### src/rtl/imm_ext_pipe.sv
// Pipelined immediate extender: four extension modes, one registered output stage
// backed by a single skid entry, with a sideband tag carried alongside each result.
module imm_ext_pipe #(
   parameter int unsigned IN_W     = 16,
   parameter int unsigned OUT_W    = 32,
   parameter int unsigned BR_SHIFT = 2,
   parameter int unsigned TAG_W    = 5
) (
   input  logic             clk,
   input  logic             rst_n,
   input  logic             in_valid,
   output logic             in_ready,
   input  logic [IN_W-1:0]  imm_in,
   input  logic [1:0]       mode,
   input  logic [TAG_W-1:0] tag_in,
   output logic             out_valid,
   input  logic             out_ready,
   output logic [OUT_W-1:0] imm_out,
   output logic [TAG_W-1:0] out_tag
);

   if (OUT_W < IN_W + BR_SHIFT) begin : g_bad_params
      $error("imm_ext_pipe: OUT_W must be >= IN_W + BR_SHIFT");
   end

   typedef enum logic [1:0] {
      EMPTY,
      HALF,
      FULL
   } state_t;

   state_t           state_q, state_d;
   logic [OUT_W-1:0] m_data_q, m_data_d;
   logic [TAG_W-1:0] m_tag_q, m_tag_d;
   logic [OUT_W-1:0] s_data_q, s_data_d;
   logic [TAG_W-1:0] s_tag_q, s_tag_d;

   logic [OUT_W-1:0] zext, sext, ext;
   logic             accept, pop;

   assign zext = OUT_W'(imm_in);
   assign sext = OUT_W'($signed(imm_in));

   always_comb begin
      ext = zext;
      unique case (mode)
         2'd0: ext = zext;
         2'd1: ext = sext;
         2'd2: ext = zext << (OUT_W - IN_W);
         2'd3: ext = sext << BR_SHIFT;
         default: ext = zext;
      endcase
   end

   // Handshake flags depend on state only, so out_ready never reaches in_ready.
   assign in_ready  = (state_q != FULL);
   assign out_valid = (state_q != EMPTY);
   assign accept    = in_valid & in_ready;
   assign pop       = out_valid & out_ready;
   assign imm_out   = m_data_q;
   assign out_tag   = m_tag_q;

   always_comb begin
      state_d  = state_q;
      m_data_d = m_data_q;
      m_tag_d  = m_tag_q;
      s_data_d = s_data_q;
      s_tag_d  = s_tag_q;
      unique case (state_q)
         EMPTY: begin
            if (accept) begin
               state_d  = HALF;
               m_data_d = ext;
               m_tag_d  = tag_in;
            end
         end
         HALF: begin
            if (accept && !pop) begin
               state_d  = FULL;
               s_data_d = ext;
               s_tag_d  = tag_in;
            end else if (pop && !accept) begin
               state_d = EMPTY;
            end else if (accept && pop) begin
               m_data_d = ext;
               m_tag_d  = tag_in;
            end
         end
         FULL: begin
            if (pop) begin
               state_d  = HALF;
               m_data_d = s_data_q;
               m_tag_d  = s_tag_q;
            end
         end
         default: state_d = EMPTY;
      endcase
   end

   always_ff @(posedge clk) begin
      if (!rst_n) begin
         state_q  <= EMPTY;
         m_data_q <= '0;
         m_tag_q  <= '0;
         s_data_q <= '0;
         s_tag_q  <= '0;
      end else begin
         state_q  <= state_d;
         m_data_q <= m_data_d;
         m_tag_q  <= m_tag_d;
         s_data_q <= s_data_d;
         s_tag_q  <= s_tag_d;
      end
   end

endmodule

### config.mk
export PLATFORM = sky130hd
export DESIGN_NAME = imm_ext_pipe
export DESIGN_NICKNAME = d
export VERILOG_FILES = /design/src/rtl/imm_ext_pipe.sv
export SDC_FILE = /design/constraint.sdc
export NUM_CORES = 1
export LEC_CHECK = 0
export ABC_CLOCK_PERIOD_IN_PS = 5300
export BUFFER_PORTS_ARGS = -buffer_cell sky130_fd_sc_hd__buf_4
export CAP_MARGIN = 30
export CORE_ASPECT_RATIO = 0.8
export CORE_MARGIN = 1
export CORE_UTILIZATION = 58
export DETAILED_ROUTE_END_ITERATION = 7
export PLACE_DENSITY = 0.85
export SYNTH_ARGS = -nofsm -noshare
export SYNTH_HDL_FRONTEND = slang
export SYNTH_SLANG_ARGS = --single-unit
### constraint.sdc
create_clock -name clk -period 5.3 [get_ports clk]
set_input_delay 0 -clock clk [delete_from_list [all_inputs] [get_ports clk]]
set_output_delay 0 -clock clk [all_outputs]
set_load 0.01 [all_outputs]
## After elaboration in Yosys (flattened, before gate mapping)

Index checks and enable logic that the tools add are counted.

- Equal/unequal tests: 12
- Bitwise gates (word level): 2
- Reductions and logical operators: 12
- Multiplexer cells: 18

Operators with widths:

| operator | count |
|---|---|
| $mux 32 | 5 |
| $pmux 32 s4 | 1 |
| $pmux 32 s3 | 1 |
| $mux 5 | 5 |
| $pmux 5 s3 | 1 |
| $ne 2x2->1 const B | 6 |
| $mux 2 | 4 |
| $eq 2x2->1 const B | 3 |
| $pmux 2 s3 | 1 |
| $reduce_and 6->1 | 1 |
| $eq 2x1->1 const B | 2 |
| $logic_not 2->1 | 2 |
| $logic_and 1x1->1 | 3 |
| $ne 3x3->1 const B | 1 |
| $reduce_and 3->1 | 1 |
| $reduce_bool 3->1 | 1 |
| $and 1x1->1 | 2 |
| $logic_not 1->1 | 2 |
| $reduce_and 2->1 | 1 |
| $reduce_bool 2->1 | 1 |

- Bits in registers: 76

## Longest topological paths before layout

Gate-level depths: netlist (run 1).

- Depth after elaboration: 7
- Mapped depth: 13

## Least setup slack after synthesis (run 1)

Ideal clock, no wire load.

- Path type: flip-flop to flip-flop
- Start point: register state_q[0]
- End point: register m_data_q[12], in the netlist imm_out[12]
- Required time: 5.183 ns
- Slack: 2.982 ns
- Clock period less this slack: 2.318 ns
- Stages on the path, launching flop included: 13
- Arrival time: 2.201 ns
- Cell sequence: dfxtp_1 > buf_2 > nand2b_1 > buf_2 > clkbuf_1 > nand2_1 > ha_1 > nand4bb_1 > o211ai_2 > buf_6 > nor2_4 > buf_6 > a22o_1

- Word-level cells in the longest chain between the ends: 6

Ends and longest elaborated chain:

| element | RTL line | source |
|---|---|---|
| from (decl) | 32 | `state_t state_q, state_d;` |
| from (signal assigned) | 108 | `state_q <= state_d;` |
| $ne 2x2->1 * | 56 | `assign in_ready = (state_q != FULL);` |
| net in_ready | 12 | `output logic in_ready,` |
| $and 1x1->1 * | 58 | `assign accept = in_valid & in_ready;` |
| $logic_not 1->1 | 82 | `end else if (pop && !accept) begin` |
| $logic_and 1x1->1 | 82 |  |
| $ne 2x2->1 (no line) | -- |  |
| $reduce_and 6->1 (no line) * | -- |  |
| to (signal assigned) | 109 | `m_data_q <= m_data_d;` |
| to (decl) | 33 | `logic [OUT_W-1:0] m_data_q, m_data_d;` |

The timed path passes the listed nets; every way through them passes the cells marked *.
A chain may end at the register's enable or synchronous reset.

## Final worst setup path (run 1)

- Start point: register state_q[0]
- End point: register m_data_q[26], in the netlist imm_out[26]

- Word-level cells in the longest chain between the ends: 6

Ends and longest elaborated chain:

| element | RTL line |
|---|---|
| $ne 2x2->1 / $reduce_bool 2->1 (equally long branches) | 56, 57 |
| $and 1x1->1, on equally long branches | 58, 59 |
| $logic_not 1->1, on equally long branches | 82, 78 |
| $logic_and 1x1->1, on equally long branches | 82, 78 |
| $ne 2x2->1 (no line) | -- |
| $reduce_and 6->1 (no line) | -- |

Parallel ways exist; a longest one is shown, timed or not.

==> summary.md, run 1 <==
| Metric | Value |
|---|---|
| Mapped Area | 0.00327 mm^2 |
| Slew Viols, Final | 0 |
| Input/output buffers | 65 |
| Async set-or-reset flop fraction in the synthesized netlist | 0 |
| Via density | 5.61 |
| Mux cell area share after synthesis | 0.0337 |
| Area leader, netlist | dfxtp_1 |
| Worst Skew | 0.00695 ns |
| Largest net degree at the start of global routing | 69 |
| Htree depth | 3 |
| Least-Margin Pin Slew | 0.918 ns |
| CP arrival | 3.81 ns |
| Register bit total from synthesis | 76 |
| RSZ-0062 raised after global routing | false |
| Total wire length | 7820 um |
| CP Class | flop to flop |
| Fill cell count | 416 |
| Final worst slack | 1.80 ns |
| Vias in the first global route | 2,592 |
| First-pass GRT wire length | 12,600 um |
| Clock buffer depth | 2 |
| CTS tree | built |
| IO Pins | 66 |
| Drt wl/cell | 15.2 um |
| CTS root buf | clkbuf_8 |
| Worst reg2reg startpoint | state_q[0]$_SDFFE_PN0P_ |
| Hold Path Origin | imm_in[2] |
| Cts hold-fix bufs | 7 |
| Hold path cells | 3 |
| CP Max Fanout | 68 |
| Clock-pin slew on the worst setup and hold paths | 0.08 ns |
| Synth top area cells | dfxtp_1, a21oi_1, a211oi_1 |
| Fin area | 0.00400 mm^2 |
| Chip Height | 69.2 um |
| Nets | 461 |
| Max Cap Viol | 0 |
| Leakage | 1.72 nW |
| Number of remaining DRC errors | 0 |
| Synth unique cells | 28 |
| GRT overflow | 0 |
| Area share of xor/xnor cells in the synthesized design | 0 |
| Flop-to-flop setup slack | 1.80 ns |
| Ys flop type | dfxtp_1 |
| Placement Setup Slack | 1.61 ns |
| Worst vdd ir | 0.000199 V |
| Die Wd | 86.0 um |
| DRT Pass-1 Iters | 6 |
| Post-synth EDFFs | 0 |
| Max-Slew Margin vs Limit | 0.386 |
| Main combinational cell family by area after synthesis | compound AO/OA/AOI/OAI gates |
| Final setup fails | 0 |
| Status | completed |
| Post-CTS setup buffers | 0 |
| Core Box Area | 0.00544 mm^2 |
| Post-Synth Simple-Gate Area | 0.158 |
| Worst Hold End | s_data_q[4]$_SDFFE_PN0P_ |
| DR vias | 2,880 |
| Final ANT Viol Nets | 0 |
| Initial Util | 0.602 |
| Overall Power | 0.00129 W |
| Starting DRT DRC Count | 189 |
| Syn Nets | 407 |
| Post-synth top area share | 0.465 |
| Total track usage | 0.273 |
| Reg2reg path depth | 9 |
| Post-synthesis sequential area ratio | 0.465 |
| Average size of a mapped cell | 8.68 um^2 |
| Tcrit/Tclk final | 0.660 |
| CP startpoint kind | flop |
| Power per cell area | 324 mW/mm^2 |
| Post-synthesis compound-gate area fraction | 0.274 |
| Antenna violations before repair | 0 |
| Storage cell area | 0.00152 mm^2 |
| Layout cells sized above 1 | 0.205 |
| Post-Synthesis Cells | 377 |
| Min Hold Slack | 0.0560 ns |
| Critical path data required time | 5.61 ns |
| Hold Path Class | input pin to flop |
| Post-DP HPWL | 4900 um |
| Fin Setup TNS | 0 ns |
| Final hold vios | 0 |
| Placed inst area | 0.00372 mm^2 |
| Max Clk Rate | 0.286 GHz |
| Multi-input gate area | 0.00157 mm^2 |
| RR Endpoint | imm_out[26]$_SDFFE_PN0P_ |
| Skew-Pair Late Insertion Delay | 0.36 ns |
| Clock sink count | 76 |
| Post-CTS sizing | 0 |
| Num CTS Buffers | 9 |
| Most common cell after layout, fill and taps aside | dfxtp_1 |
| Inserted Diodes | 0 |
| # rows | 24 |
| Final GP Congestion | 0.822 |
| CP Capture Type | flop |
| Area Growth Syn to Fin | 22.1% |
| Adder-cell share of the synthesized area | 0.0115 |
| Commonest cells after routing, fill and taps aside | dfxtp_1, a21oi_1, buf_4 |
| Fin crit period | 3.50 ns |
| Yosys warning total | 0 |
| Die area | 0.00595 mm^2 |
-- report_power, final --
part | internal, W | switching [W]
Clock | 0.000225 | 0.000210
Sequential | 0.000612 | 0.0000228
Combinational | 0.000101 | 0.000121
-- sequential cells by signal, summed over array words and instances (netlist names) --
register,count
imm_out,32
s_data_q,32
out_tag,5
s_tag_q,5
state_q,2
-- per-stage QoR --
step,utilization,instances
after floorplan,-,377
after global placement,0.681,489
after detailed placement,0.684,490
after CTS,0.732,512
after global routing,0.735,513
final,0.735,513
-- worst max-delay path: stages, from the launching register on --
cell and delay (ns):
dfxtp_1 0.46, nand2b_2 0.16, buf_4 0.57, nand2_1 0.19
ha_1 0.23, nand4bb_1 0.20, o211ai_2 0.74, and2_1 0.50
buf_8 0.23, a22o_1 0.14
-- worst max path at each step --
stage | startpoint | end | slack, ns
2_1_floorplan | state_q[0]$_SDFFE_PN0P_ | imm_out[12]$_SDFFE_PN0P_ | 2.98
3_3_place_gp | state_q[0]$_SDFFE_PN0P_ | imm_out[22]$_SDFFE_PN0P_ | 1.78
3_5_place_dp | state_q[0]$_SDFFE_PN0P_ | imm_out[26]$_SDFFE_PN0P_ | 1.61
4_1_cts | state_q[0]$_SDFFE_PN0P_ | imm_out[26]$_SDFFE_PN0P_ | 1.56
5_1_grt | state_q[0]$_SDFFE_PN0P_ | imm_out[26]$_SDFFE_PN0P_ | 1.59
6_report | state_q[0]$_SDFFE_PN0P_ | imm_out[26]$_SDFFE_PN0P_ | 1.80
-- logic make-up after synthesis --
logic type | after synthesis
simple gates | 114
flops | 76
compound gates | 137
fa+ha+maj | 3
mux | 11
buf+inv | 36
-- synth_stat cells (all sizes together), types with 2 or more instances --
library cell and n:
a211oi 36, a21oi 68, a22o 28, and2 4, buf 20, clkbuf 13, dfxtp 76, ha 3
inv 3, mux2i 11, nand2 19, nand3b 2, nor2 67, nor2b 17, o21a 2
-- routing by layer --
layer	up-vias	global-route usage	part of all wire
li1	1438	-	-
met1	1328	0.376	0.45
met2	102	0.406	0.47
met3	12	0.0798	0.071
met4	0	0.106	0.012
met5	-	0	0
-- final cells by class --
type	count	share of cell area
multi-input combinational	265	0.392
clock buffer	10	0.0345
tap	78	0.0244
timing repair buffer	76	0.152
sequential	76	0.381
inverter	3	0.00282
clock inverter	5	0.0132
(Power assumes the default switching activity.)
==> inputs of run 2 (changes only) <==
- ABC_CLOCK_PERIOD_IN_PS: 5300 -> 3590
- CORE_UTILIZATION: 58 -> 54
- PLACE_DENSITY: 0.85 -> 0.8
- clock period: 5.3 -> 3.59 ns (I/O delays scaled with it)
==> summary.md, run 2 (same netlist as run 1, synthesis figures left out) <==
| Metric | Value |
|---|---|
| Clock sink count | 76 (unchanged) |
| Flop pwr share | 0.474 (-0.017) |
| Hold Path Class | input pin to flop |
| RR Endpoint | s_data_q[2]$_SDFFE_PN0P_ |
| DR vias | 2,874 (-0.21%) |
| Antenna violations before repair | 0 (unchanged) |
| CP startpoint kind | flop |
| Die area | 0.00638 mm^2 (+7.2%) |
| Worst Skew | 0.00519 ns (-0.00176 ns) |
| Power per cell area | 493 mW/mm^2 (+52%) |
| Total track usage | 0.258 (-0.0155) |
| Via density | 5.57 (-0.79%) |
| Worst reg2reg startpoint | state_q[1]$_SDFFE_PN0P_ |
| Post-DP HPWL | 4980 um (+1.6%) |
| Cts hold-fix bufs | 7 (unchanged) |
| Commonest cells after routing, fill and taps aside | dfxtp_1, buf_4, a21oi_1 |
| Sw Share | 0.268 (-0.00573) |
| CTS root buf | clkbuf_8 |
| Placed inst area | 0.00373 mm^2 (+0.27%) |
| Final setup fails | 0 (unchanged) |
| Critical Path Sink | s_data_q[2]$_SDFFE_PN0P_ |
| GRT overflow | 0 (unchanged) |
| Switching power | 0.000530 W (+50%) |
| Worst vdd ir | 0.000331 V (+66%) |
| Fin Setup TNS | 0 ns (unchanged) |
| Least-Margin Pin Slew | 0.876 ns (-0.0423 ns) |
| Total wire length | 7790 um (-0.42%) |
| Final hold vios | 0 (unchanged) |
| IO Pins | 66 (unchanged) |
| Num CTS Buffers | 9 (unchanged) |
| WP depth | 8 (-1) |
| Starting DRT DRC Count | 153 (-19%) |
| Tcrit/Tclk final | 0.670 (+0.0101) |
| CP arrival | 2.67 ns (-1.14 ns) |
| Flop-to-flop setup slack | 1.18 ns (-0.62 ns) |
| Clock-pin slew on the worst setup and hold paths | 0.08 ns (about the same) |
| First-pass GRT wire length | 12,500 um (-0.50%) |
| Core Box Area | 0.00565 mm^2 (+3.9%) |
| Status | completed |
| Max incr delay on CP | 0.52 ns (-0.22 ns) |
| Critical path data required time | 3.85 ns (-1.76 ns) |
| Initial Util | 0.580 (-0.0224) |
| Inst Count DP | 493 (+0.61%) |
| Die Wd | 89.0 um (+3.5%) |
| CP Capture Type | flop |
| Max Clk Rate | 0.416 GHz (+45%) |
| Skew-Pair Late Insertion Delay | 0.35 ns (about the same) |
| Slew Viols, Final | 0 (unchanged) |
| Internal power | 0.00145 W (+54%) |
| Largest net degree at the start of global routing | 68 (-1.4%) |
| CP Class | flop to flop |
| # rows | 24 (unchanged) |
| RSZ-0062 raised after global routing | false |
| Inserted Diodes | 0 (unchanged) |
| Slowest-stage cell, CP | and3b_2 |
| Layout cells sized above 1 | 0.205 (+0.000882) |
| Clock buffer depth | 2 (unchanged) |
| CP Max Fanout | 24 (-65%) |
| CTS tree | built |
| Reg2reg path depth | 8 (-1) |
| Vias in the first global route | 2,617 (+0.96%) |
| Htree depth | 3 (unchanged) |
| Leakage | 1.73 nW (+0.66%) |
| Chip Height | 71.6 um (+3.5%) |
| Post-CTS setup buffers | 0 (unchanged) |
| Final core occ | 0.711 (-0.0236) |
| Cells along the critical path | or2_2, and2_1, inv_1, ha_1, and3b_2, buf_4, nor2_1, a211oi_1 |
| Fin area | 0.00402 mm^2 (+0.53%) |
| Worst Path Buf+Inv | 2 (unchanged) |
| Clock power share | 0.362 (+0.025) |
| Area Growth Syn to Fin | 22.8% |
| Input/output buffers | 65 (unchanged) |
| Final GP Congestion | 0.794 (-3.3%) |
| Comb power frac | 0.164 (-0.008) |
| Final ANT Viol Nets | 0 (unchanged) |
| Number of remaining DRC errors | 0 (unchanged) |
| Max Cap Viol | 0 (unchanged) |
| Largest delay share family, worst path | simple AND/OR/NAND/NOR gates |
| Max-Slew Margin vs Limit | 0.415 (+0.0288) |
| Worst setup startpoint | state_q[1]$_SDFFE_PN0P_ |
| Most common cell after layout, fill and taps aside | dfxtp_1 |
| Min Hold Slack | 0.0512 ns (-0.00480 ns) |
| Post-CTS sizing | 0 (unchanged) |
| DRT Pass-1 Iters | 4 (-2) |
| Nets | 463 (+0.43%) |
| Non-Filler Instances | 516 (+0.58%) |
| Drt wl/cell | 15.1 um (-1.0%) |
| Fin crit period | 2.41 ns (-1.09 ns) |
run 2: cell type report:
cell class | instances | area, um^2
Clock buffer | 11 | 131
Clock inverter | 5 | 85.1
Fill cell | 463 | 1630
Inverter | 3 | 11.3
Multi-Input combinational cell | 265 | 1570
Sequential cell | 76 | 1520
Tap cell | 78 | 97.6
Timing Repair Buffer | 78 | 603
run 2: per-layer routing:
metal	global-route usage	vias to the layer above	wire length, um
met5	0	-	0
met4	0.0758	0	63
met3	0.0622	9	438
met2	0.414	78	3680
met1	0.347	1344	3610
li1	-	1443	-
run 2: per-stage QoR:
step                      power [W]  worst slack [ns]
after global routing        0.00206              1.01
after detailed placement    0.00127              1.21
after CTS                   0.00199              1.18
after floorplan             0.00115              1.27
final                       0.00198              1.18
after global placement      0.00126              1.31
run 2: power by group through the flow:
stage                     clock network (W)  registers, W  logic, W
final                              0.000716      0.000937  0.000325
after global routing               0.000763      0.000945  0.000356
after CTS                          0.000726      0.000937  0.000323
after detailed placement                  0      0.000956  0.000315
after global placement                    0      0.000953  0.000307
after floorplan                           0      0.000965  0.000189
run 2: how the worst min path moves through the flow:
| stage | start | endpoint | slack [ns] | cells after the start |
|---|---|---|---|---|
| 6_report | imm_in[15] | s_data_q[31]$_SDFFE_PN0P_ | 0.05 | 4 |
| 5_1_grt | imm_in[2] | s_data_q[18]$_SDFFE_PN0P_ | 0.05 | 3 |
| 4_1_cts | imm_in[15] | s_data_q[31]$_SDFFE_PN0P_ | 0.04 | 4 |
| 3_5_place_dp | tag_in[4] | s_tag_q[4]$_SDFFE_PN0P_ | 0.27 | 3 |
| 3_3_place_gp | tag_in[1] | s_tag_q[1]$_SDFFE_PN0P_ | 0.26 | 3 |
| 2_1_floorplan | tag_in[0] | s_tag_q[0]$_SDFFE_PN0P_ | 0.14 | 2 |
run 2: worst min-delay path: stages:
cell and delay (ns):
buf_4 0.13, o21a_1 0.11, nand2_1 0.06, a21oi_1 0.05
